<file path="src/rtl/ctrl_seq_pkg.sv">
// Shared types and constants for the hardwired control-step sequencers.
package ctrl_seq_pkg;

  // Control steps of one fetch/execute pass.
  typedef enum logic [3:0] {
    ST_IDLE,
    ST_T0,
    ST_T1,
    ST_T2,
    ST_T3,
    ST_T4,
    ST_T5,
    ST_T6,
    ST_DONE
  } state_e;

  // What kind of execute sequence an opcode needs.
  typedef enum logic [1:0] {
    CLS_ALU,
    CLS_MULDIV,
    CLS_NOP,
    CLS_ILLEGAL
  } op_class_e;

  // Opcode encodings.
  localparam logic [4:0] OPC_ADD = 5'b00011;
  localparam logic [4:0] OPC_AND = 5'b00101;
  localparam logic [4:0] OPC_OR  = 5'b00110;
  localparam logic [4:0] OPC_SUB = 5'b00100;
  localparam logic [4:0] OPC_MUL = 5'b01111;
  localparam logic [4:0] OPC_DIV = 5'b10000;
  localparam logic [4:0] OPC_NOP = 5'b11010;

  // One-hot ALU operation selects; INC is only used by the PC increment in T0.
  localparam logic [7:0] ALU_NONE = 8'h00;
  localparam logic [7:0] ALU_ADD  = 8'h01;
  localparam logic [7:0] ALU_AND  = 8'h02;
  localparam logic [7:0] ALU_OR   = 8'h04;
  localparam logic [7:0] ALU_SUB  = 8'h08;
  localparam logic [7:0] ALU_MUL  = 8'h10;
  localparam logic [7:0] ALU_DIV  = 8'h20;
  localparam logic [7:0] ALU_INC  = 8'h40;

  // Most-significant bit of each IR field; fields extend downward from here.
  localparam int IR_OPC_MSB = 31;
  localparam int IR_RA_MSB  = 26;
  localparam int IR_RB_MSB  = 22;
  localparam int IR_RC_MSB  = 18;

endpackage

</file>
<file path="src/rtl/ctrl_opcode_decoder.sv">
// Combinational opcode classifier shared by the control-step sequencers.
module ctrl_opcode_decoder
  import ctrl_seq_pkg::*;
#(
  parameter int OPC_W      = 5,
  parameter int ALU_CTRL_W = 8
) (
  input  logic [OPC_W-1:0]      opcode,
  output op_class_e             op_class,
  output logic [ALU_CTRL_W-1:0] alu_ctrl
);

  // Map the opcode to its execute class and ALU select; unknown opcodes are illegal.
  always_comb begin
    op_class = CLS_ILLEGAL;
    alu_ctrl = ALU_CTRL_W'(ALU_NONE);
    case (opcode)
      OPC_W'(OPC_ADD): begin op_class = CLS_ALU;    alu_ctrl = ALU_CTRL_W'(ALU_ADD); end
      OPC_W'(OPC_AND): begin op_class = CLS_ALU;    alu_ctrl = ALU_CTRL_W'(ALU_AND); end
      OPC_W'(OPC_OR):  begin op_class = CLS_ALU;    alu_ctrl = ALU_CTRL_W'(ALU_OR);  end
      OPC_W'(OPC_SUB): begin op_class = CLS_ALU;    alu_ctrl = ALU_CTRL_W'(ALU_SUB); end
      OPC_W'(OPC_MUL): begin op_class = CLS_MULDIV; alu_ctrl = ALU_CTRL_W'(ALU_MUL); end
      OPC_W'(OPC_DIV): begin op_class = CLS_MULDIV; alu_ctrl = ALU_CTRL_W'(ALU_DIV); end
      OPC_W'(OPC_NOP): begin op_class = CLS_NOP; end
      default: ;
    endcase
  end

endmodule

</file>
<file path="src/rtl/ctrl_step_sequencer.sv">
// Hardwired T0..T6 control-step sequencer for the 32-bit bus datapath:
// fetch with a memory-ready handshake and timeout, then execute of ALU and MUL/DIV ops.
module ctrl_step_sequencer
  import ctrl_seq_pkg::*;
#(
  parameter int NUM_REGS    = 16,
  parameter int REG_IDX_W   = 4,
  parameter int OPC_W       = 5,
  parameter int ALU_CTRL_W  = 8,
  parameter int MEM_TIMEOUT = 15
) (
  input  logic                  clock,
  input  logic                  clear,
  input  logic                  start,
  input  logic [31:0]           ir,
  input  logic                  mem_ready,
  output logic                  PCout,
  output logic                  MARin,
  output logic                  IncPC,
  output logic                  Zin,
  output logic                  Zlowout,
  output logic                  Zhighout,
  output logic                  PCin,
  output logic                  read,
  output logic                  MDRin,
  output logic                  MDRout,
  output logic                  IRin,
  output logic                  Yin,
  output logic                  HIin,
  output logic                  LOin,
  output logic [NUM_REGS-1:0]   Rin,
  output logic [NUM_REGS-1:0]   Rout,
  output logic [ALU_CTRL_W-1:0] ALU_control,
  output logic                  busy,
  output logic                  done,
  output logic                  illegal,
  output logic                  timeout
);

  localparam int WAIT_W = $clog2(MEM_TIMEOUT + 1);

  state_e                  state, state_nxt;
  logic [WAIT_W-1:0]       wait_cnt, wait_cnt_nxt;
  logic                    illegal_q, illegal_nxt;
  logic                    timeout_q, timeout_nxt;

  logic [OPC_W-1:0]        opcode;
  logic [REG_IDX_W-1:0]    ra, rb, rc;
  op_class_e               op_class;
  logic [ALU_CTRL_W-1:0]   alu_sel;
  logic                    unused_ir_bits;

  assign opcode         = ir[IR_OPC_MSB -: OPC_W];
  assign ra             = ir[IR_RA_MSB -: REG_IDX_W];
  assign rb             = ir[IR_RB_MSB -: REG_IDX_W];
  assign rc             = ir[IR_RC_MSB -: REG_IDX_W];
  assign unused_ir_bits = ^ir[IR_RC_MSB-REG_IDX_W:0];

  function automatic logic [NUM_REGS-1:0] reg_sel(input logic [REG_IDX_W-1:0] idx);
    reg_sel = NUM_REGS'(1) << idx;
  endfunction

  ctrl_opcode_decoder #(
    .OPC_W      (OPC_W),
    .ALU_CTRL_W (ALU_CTRL_W)
  ) u_decoder (
    .opcode   (opcode),
    .op_class (op_class),
    .alu_ctrl (alu_sel)
  );

  // State register plus the T1 wait counter and the flags reported in DONE.
  always_ff @(posedge clock or posedge clear) begin
    if (clear) begin
      state     <= ST_IDLE;
      wait_cnt  <= '0;
      illegal_q <= 1'b0;
      timeout_q <= 1'b0;
    end else begin
      state     <= state_nxt;
      wait_cnt  <= wait_cnt_nxt;
      illegal_q <= illegal_nxt;
      timeout_q <= timeout_nxt;
    end
  end

  // Step sequencing; the wait counter only advances while T1 is stalled on memory.
  always_comb begin
    state_nxt    = state;
    wait_cnt_nxt = '0;
    illegal_nxt  = 1'b0;
    timeout_nxt  = 1'b0;
    case (state)
      ST_IDLE: if (start) state_nxt = ST_T0;
      ST_T0:   state_nxt = ST_T1;
      ST_T1: begin
        if (mem_ready) begin
          state_nxt = ST_T2;
        end else if (wait_cnt == WAIT_W'(MEM_TIMEOUT - 1)) begin
          state_nxt   = ST_DONE;
          timeout_nxt = 1'b1;
        end else begin
          wait_cnt_nxt = wait_cnt + WAIT_W'(1);
        end
      end
      ST_T2:   state_nxt = ST_T3;
      ST_T3: begin
        case (op_class)
          CLS_NOP:     state_nxt = ST_DONE;
          CLS_ILLEGAL: begin
            state_nxt   = ST_DONE;
            illegal_nxt = 1'b1;
          end
          default:     state_nxt = ST_T4;
        endcase
      end
      ST_T4:   state_nxt = ST_T5;
      ST_T5:   state_nxt = (op_class == CLS_MULDIV) ? ST_T6 : ST_DONE;
      ST_T6:   state_nxt = ST_DONE;
      ST_DONE: state_nxt = start ? ST_T0 : ST_IDLE;
      default: state_nxt = ST_IDLE;
    endcase
  end

  // Moore strobe decode; clear also gates the decode so nothing can pulse while the state is being forced.
  always_comb begin
    PCout       = 1'b0;
    MARin       = 1'b0;
    IncPC       = 1'b0;
    Zin         = 1'b0;
    Zlowout     = 1'b0;
    Zhighout    = 1'b0;
    PCin        = 1'b0;
    read        = 1'b0;
    MDRin       = 1'b0;
    MDRout      = 1'b0;
    IRin        = 1'b0;
    Yin         = 1'b0;
    HIin        = 1'b0;
    LOin        = 1'b0;
    Rin         = '0;
    Rout        = '0;
    ALU_control = ALU_CTRL_W'(ALU_NONE);
    busy        = 1'b0;
    done        = 1'b0;
    illegal     = 1'b0;
    timeout     = 1'b0;
    if (!clear) begin
      busy = (state != ST_IDLE);
      case (state)
        ST_T0: begin
          PCout       = 1'b1;
          MARin       = 1'b1;
          IncPC       = 1'b1;
          Zin         = 1'b1;
          ALU_control = ALU_CTRL_W'(ALU_INC);
        end
        ST_T1: begin
          Zlowout = 1'b1;
          read    = 1'b1;
          MDRin   = 1'b1;
          PCin    = (wait_cnt == '0);
        end
        ST_T2: begin
          MDRout = 1'b1;
          IRin   = 1'b1;
        end
        ST_T3: begin
          if (op_class == CLS_ALU || op_class == CLS_MULDIV) begin
            Rout = reg_sel(rb);
            Yin  = 1'b1;
          end
        end
        ST_T4: begin
          Rout        = reg_sel(rc);
          Zin         = 1'b1;
          ALU_control = alu_sel;
        end
        ST_T5: begin
          Zlowout = 1'b1;
          if (op_class == CLS_MULDIV) begin
            LOin = 1'b1;
          end else if (op_class == CLS_ALU) begin
            Rin = reg_sel(ra);
          end
        end
        ST_T6: begin
          Zhighout = 1'b1;
          HIin     = 1'b1;
        end
        ST_DONE: begin
          done    = 1'b1;
          illegal = illegal_q;
          timeout = timeout_q;
        end
        default: ;
      endcase
    end
  end

endmodule

</file>
<file path="config.mk">
export PLATFORM = sky130hd
export DESIGN_NAME = ctrl_step_sequencer
export DESIGN_NICKNAME = d
export VERILOG_FILES = /design/src/rtl/ctrl_seq_pkg.sv /design/src/rtl/ctrl_opcode_decoder.sv /design/src/rtl/ctrl_step_sequencer.sv
export SDC_FILE = /design/constraint.sdc
export NUM_CORES = 1
export LEC_CHECK = 0
export CAP_MARGIN = 20
export CORE_MARGIN = 2
export CORE_UTILIZATION = 38
export CTS_BUF_LIST = sky130_fd_sc_hd__clkbuf_8
export CTS_CLUSTER_DIAMETER = 40
export DETAILED_ROUTE_END_ITERATION = 10
export HOLD_SLACK_MARGIN = 0.12
export MAX_ROUTING_LAYER = met4
export PLACE_DENSITY = 0.84
export SLEW_MARGIN = 0
export SYNTH_ARGS = -nofsm -noshare
export SYNTH_HDL_FRONTEND = slang
export SYNTH_SLANG_ARGS = --single-unit
</file>
<file path="constraint.sdc">
create_clock -name clock -period 2.2 [get_ports clock]
set_input_delay 0.33 -clock clock [delete_from_list [all_inputs] [get_ports clock]]
set_output_delay 0.33 -clock clock [all_outputs]
set_load 0.01 [all_outputs]
</file>
==> flow_summary.json <==
{
  "power_density_nw_per_um2": 542.4,
  "fin_crit_sh": 1.092,
  "fmax_mhz": 416.4,
  "track_usage": 0.2720,
  "synth_seq_area_share": 0.1664,
  "grt_setup_unrepaired": "yes",
  "hold_violations": 0,
  "clockPowerShare": 0.140,
  "dr.pass1.iters": 4,
  "sw_frac_of_total": 0.4158,
  "synth_fp_nets": 248,
  "netlist_instances": 209,
  "ys_types": 54,
  "clk_latency_ns": 0.23,
  "synth_warnings": 0,
  "die_area_sq_um": 4477,
  "vias": 2178,
  "leakage_nw": 1.443,
  "drt-vias-per-instance": 5.528,
  "pwr-share-comb": 0.685,
  "tightest_slew_ns": 0.5205,
  "relSlewSlack": 0.6498,
  "syn_area_sq_um": 1504,
  "ff2ff_setup_slack_ns": 0.53,
  "synth_edf_count": 0,
  "grt_pass1_wl_microns": 9342,
  "rows": 22,
  "cts_tree": "done",
  "fp.dieW_microns": 66.91,
  "drcViolationCount": 0,
  "numCtsBuffers": 3,
  "fin_worst_skew_ns": 0.004056,
  "wl_per_cell_microns": 16.53,
  "status": "complete, but fails checks",
  "reg2reg_to": "state[3]",
  "netlist.area_leader.share": 0.1664,
  "antenna_cells": 0,
  "drive_above_1_share": 0.5087,
  "grt_pass1_vias": 2047,
  "hold_end": "wait_cnt[0]",
  "hold_path_class": "reg2reg",
  "clk_pin_slew_ns": 0.05,
  "endpoint_kind": "output pin",
  "drtAntennaViolNets": 0,
  "async_flop_share": 1.000,
  "initial_core_util": 0.4017,
  "synth.largest_area_cell": "dfrtp_1",
  "setup_viol_count_final": 30,
  "r2r-start": "state[1]",
  "worst_ir_drop_vdd_mv": 0.6187,
  "clockBufferDepth": 2,
  "grt_max_degree": 12,
  "fin_ws_ns": -0.2018,
  "die_y_microns": 66.91,
  "postPlaceCellArea_sq_um": 2587,
  "numPortBuffers": 77,
  "internal_power_mw": 0.9480,
  "root_buffer": "clkbuf_8",
  "p_sw_mw": 0.6748,
  "ys_top_cells_by_area": "dfrtp_1, nor2_1, nor3_1",
  "antenna_found_initial": 0,
  "drt-total-wl_microns": 6513,
  "clkSinkCount": 10,
  "drv_cap": 0,
  "holdPathStages": 1,
  "path_class": "reg2out",
  "syn2layout_area_growth_pct": 98.92,
  "slew_viol_final": 0,
  "stdcell_area_sq_um": 2992,
  "avgSynthCellArea_sq_um": 7.196,
  "failed_checks": "negative setup slack",
  "startpoint_type": "register",
  "rr_worst_depth": 6,
  "min_from": "wait_cnt[0]",
  "synth_most_common_cell": "nor2_1",
  "nets": 386,
  "min_period_ns": 2.402,
  "core_sq_um": 3744,
  "ys_ff_latch": 10,
  "htreeDepth": 1,
  "arrival_ns": 2.07,
  "cp_max_fo": 3,
  "synth_top_cells_by_count": "nor2_1, nor3_1, nand2_1, inv_1, nand3_1",
  "gr-total-overflow": 0,
  "first_iter_violations": 161,
  "ys.flop_type": "dfrtp_1",
  "gp_congestion": 0.8395,
  "seq_power_share": 0.174,
  "pin_count": 94,
  "final_util": 0.7991,
  "dp_hpwl_microns": 4127,
  "critPathRequiredTime_ns": 1.87
}
-- power groups by stage --
| stage | clock network [mW] | registers, mW | logic (mW) |
|---|---|---|---|
| after floorplan | 0 | 0.259 | 0.496 |
| after global placement | 0 | 0.276 | 0.943 |
| after detailed placement | 0 | 0.280 | 0.964 |
| after CTS | 0.228 | 0.277 | 1.02 |
| after global routing | 0.241 | 0.287 | 1.19 |
| final | 0.228 | 0.283 | 1.11 |
-- logic make-up (layout without fill, tap and decap cells) --
group | Yosys count | in the layout | synth area share
multiplexers | 1 | 1 | 0.007487
other | 1 | 1 | 0.002493
flip-flops | 10 | 10 | 0.1664
AND/OR/NAND/NOR | 130 | 131 | 0.4875
buffers and inverters | 29 | 165 | 0.1040
AO/OA/AOI/OAI | 32 | 32 | 0.1897
XOR/XNOR | 3 | 3 | 0.01747
adder cells (fa/ha/maj) | 3 | 3 | 0.02496
-- metrics by stage --
| stage | std cells | setup slack (ns) | hold WS (ns) | total power [mW] | setup TNS, ns |
|---|---|---|---|---|---|
| 3_5_place_dp | 365 | -0.7840 | 0.4966 | 1.244 | -30.67 |
| 6_report | 394 | -0.2018 | 0.4997 | 1.623 | -3.197 |
| 4_1_cts | 387 | -0.2024 | 0.5016 | 1.524 | -2.943 |
| 5_1_grt | 394 | -0.2798 | 0.5568 | 1.716 | -5.615 |
| 3_3_place_gp | 365 | -0.7081 | 0.4697 | 1.219 | -28.35 |
| 2_1_floorplan | 209 | 0.1226 | 0.1946 | 0.7551 | 0 |
-- per-layer routing --
metal | vias up | global-route usage | part of all wire
li1 | 1025 | - | -
met1 | 1048 | 0.3052 | 0.38
met2 | 95 | 0.5163 | 0.55
met3 | 10 | 0.02872 | 0.059
met4 | 0 | 0.05867 | 0.012
met5 | - | - | 0
-- sequential cells by signal, summed over array words and instances, names as in the netlist --
name	flops
state	4
wait_cnt	4
illegal_q	1
timeout_q	1
-- placed cells by master, fill, tap and decap left out, types with 5 or more instances in the layout --
| cell type | instances |
|---|---|
| clkdlybuf4s50_1 | 16 |
| nand2_1 | 10 |
| nor2_4 | 8 |
| nor2b_1 | 7 |
| dlygate4sd2_1 | 19 |
| o22ai_1 | 5 |
| buf_4 | 58 |
| nand2b_1 | 9 |
| buf_2 | 28 |
| inv_1 | 11 |
| dfrtp_1 | 8 |
| nor2_1 | 22 |
| nand3b_1 | 6 |
| buf_6 | 23 |
| nor3b_2 | 5 |
| nand3_1 | 10 |
| nor3_2 | 5 |
| nor3_1 | 7 |
-- how the worst max path moves through the flow --
stage / slack, ns / to / startpoint
floorplan: 0.12 / Rout[0] / state[3]
global placement: -0.71 / Rin[1] / clear
detailed placement: -0.78 / Rin[1] / ir[29]
CTS: -0.20 / Rout[3] / state[3]
global route: -0.28 / Rin[5] / state[3]
finish: -0.20 / Rin[5] / state[3]
-- critical path, cell delays in order (launching register included) --
cell and delay [ns]:
dfrtp_2 0.42, or3b_4 0.41, a2111oi_4 0.29, nand3b_1 0.20, buf_4 0.19, buf_6 0.11
nor2_4 0.10, buf_6 0.12
-- cell type report --
cell class	count	area, sq um
Clock buffer	4	55.05
Fill cell	251	752.0
Inverter	11	41.29
Multi-Input combinational cell	171	1365
Sequential cell	10	252.7
Tap cell	48	60.06
Timing Repair Buffer	150	1217
-- what timing repair did --
action                                  CTS  global route
hold buffers                              0             0
resized for setup                       224            41
hold endpoints to repair                  0             0
pin swaps                                22            10
gates cloned                              1             0
endpoints found under the setup margin   54            40
buffers inserted                         17             7
No activity file was read; power rests on OpenSTA's default activity.
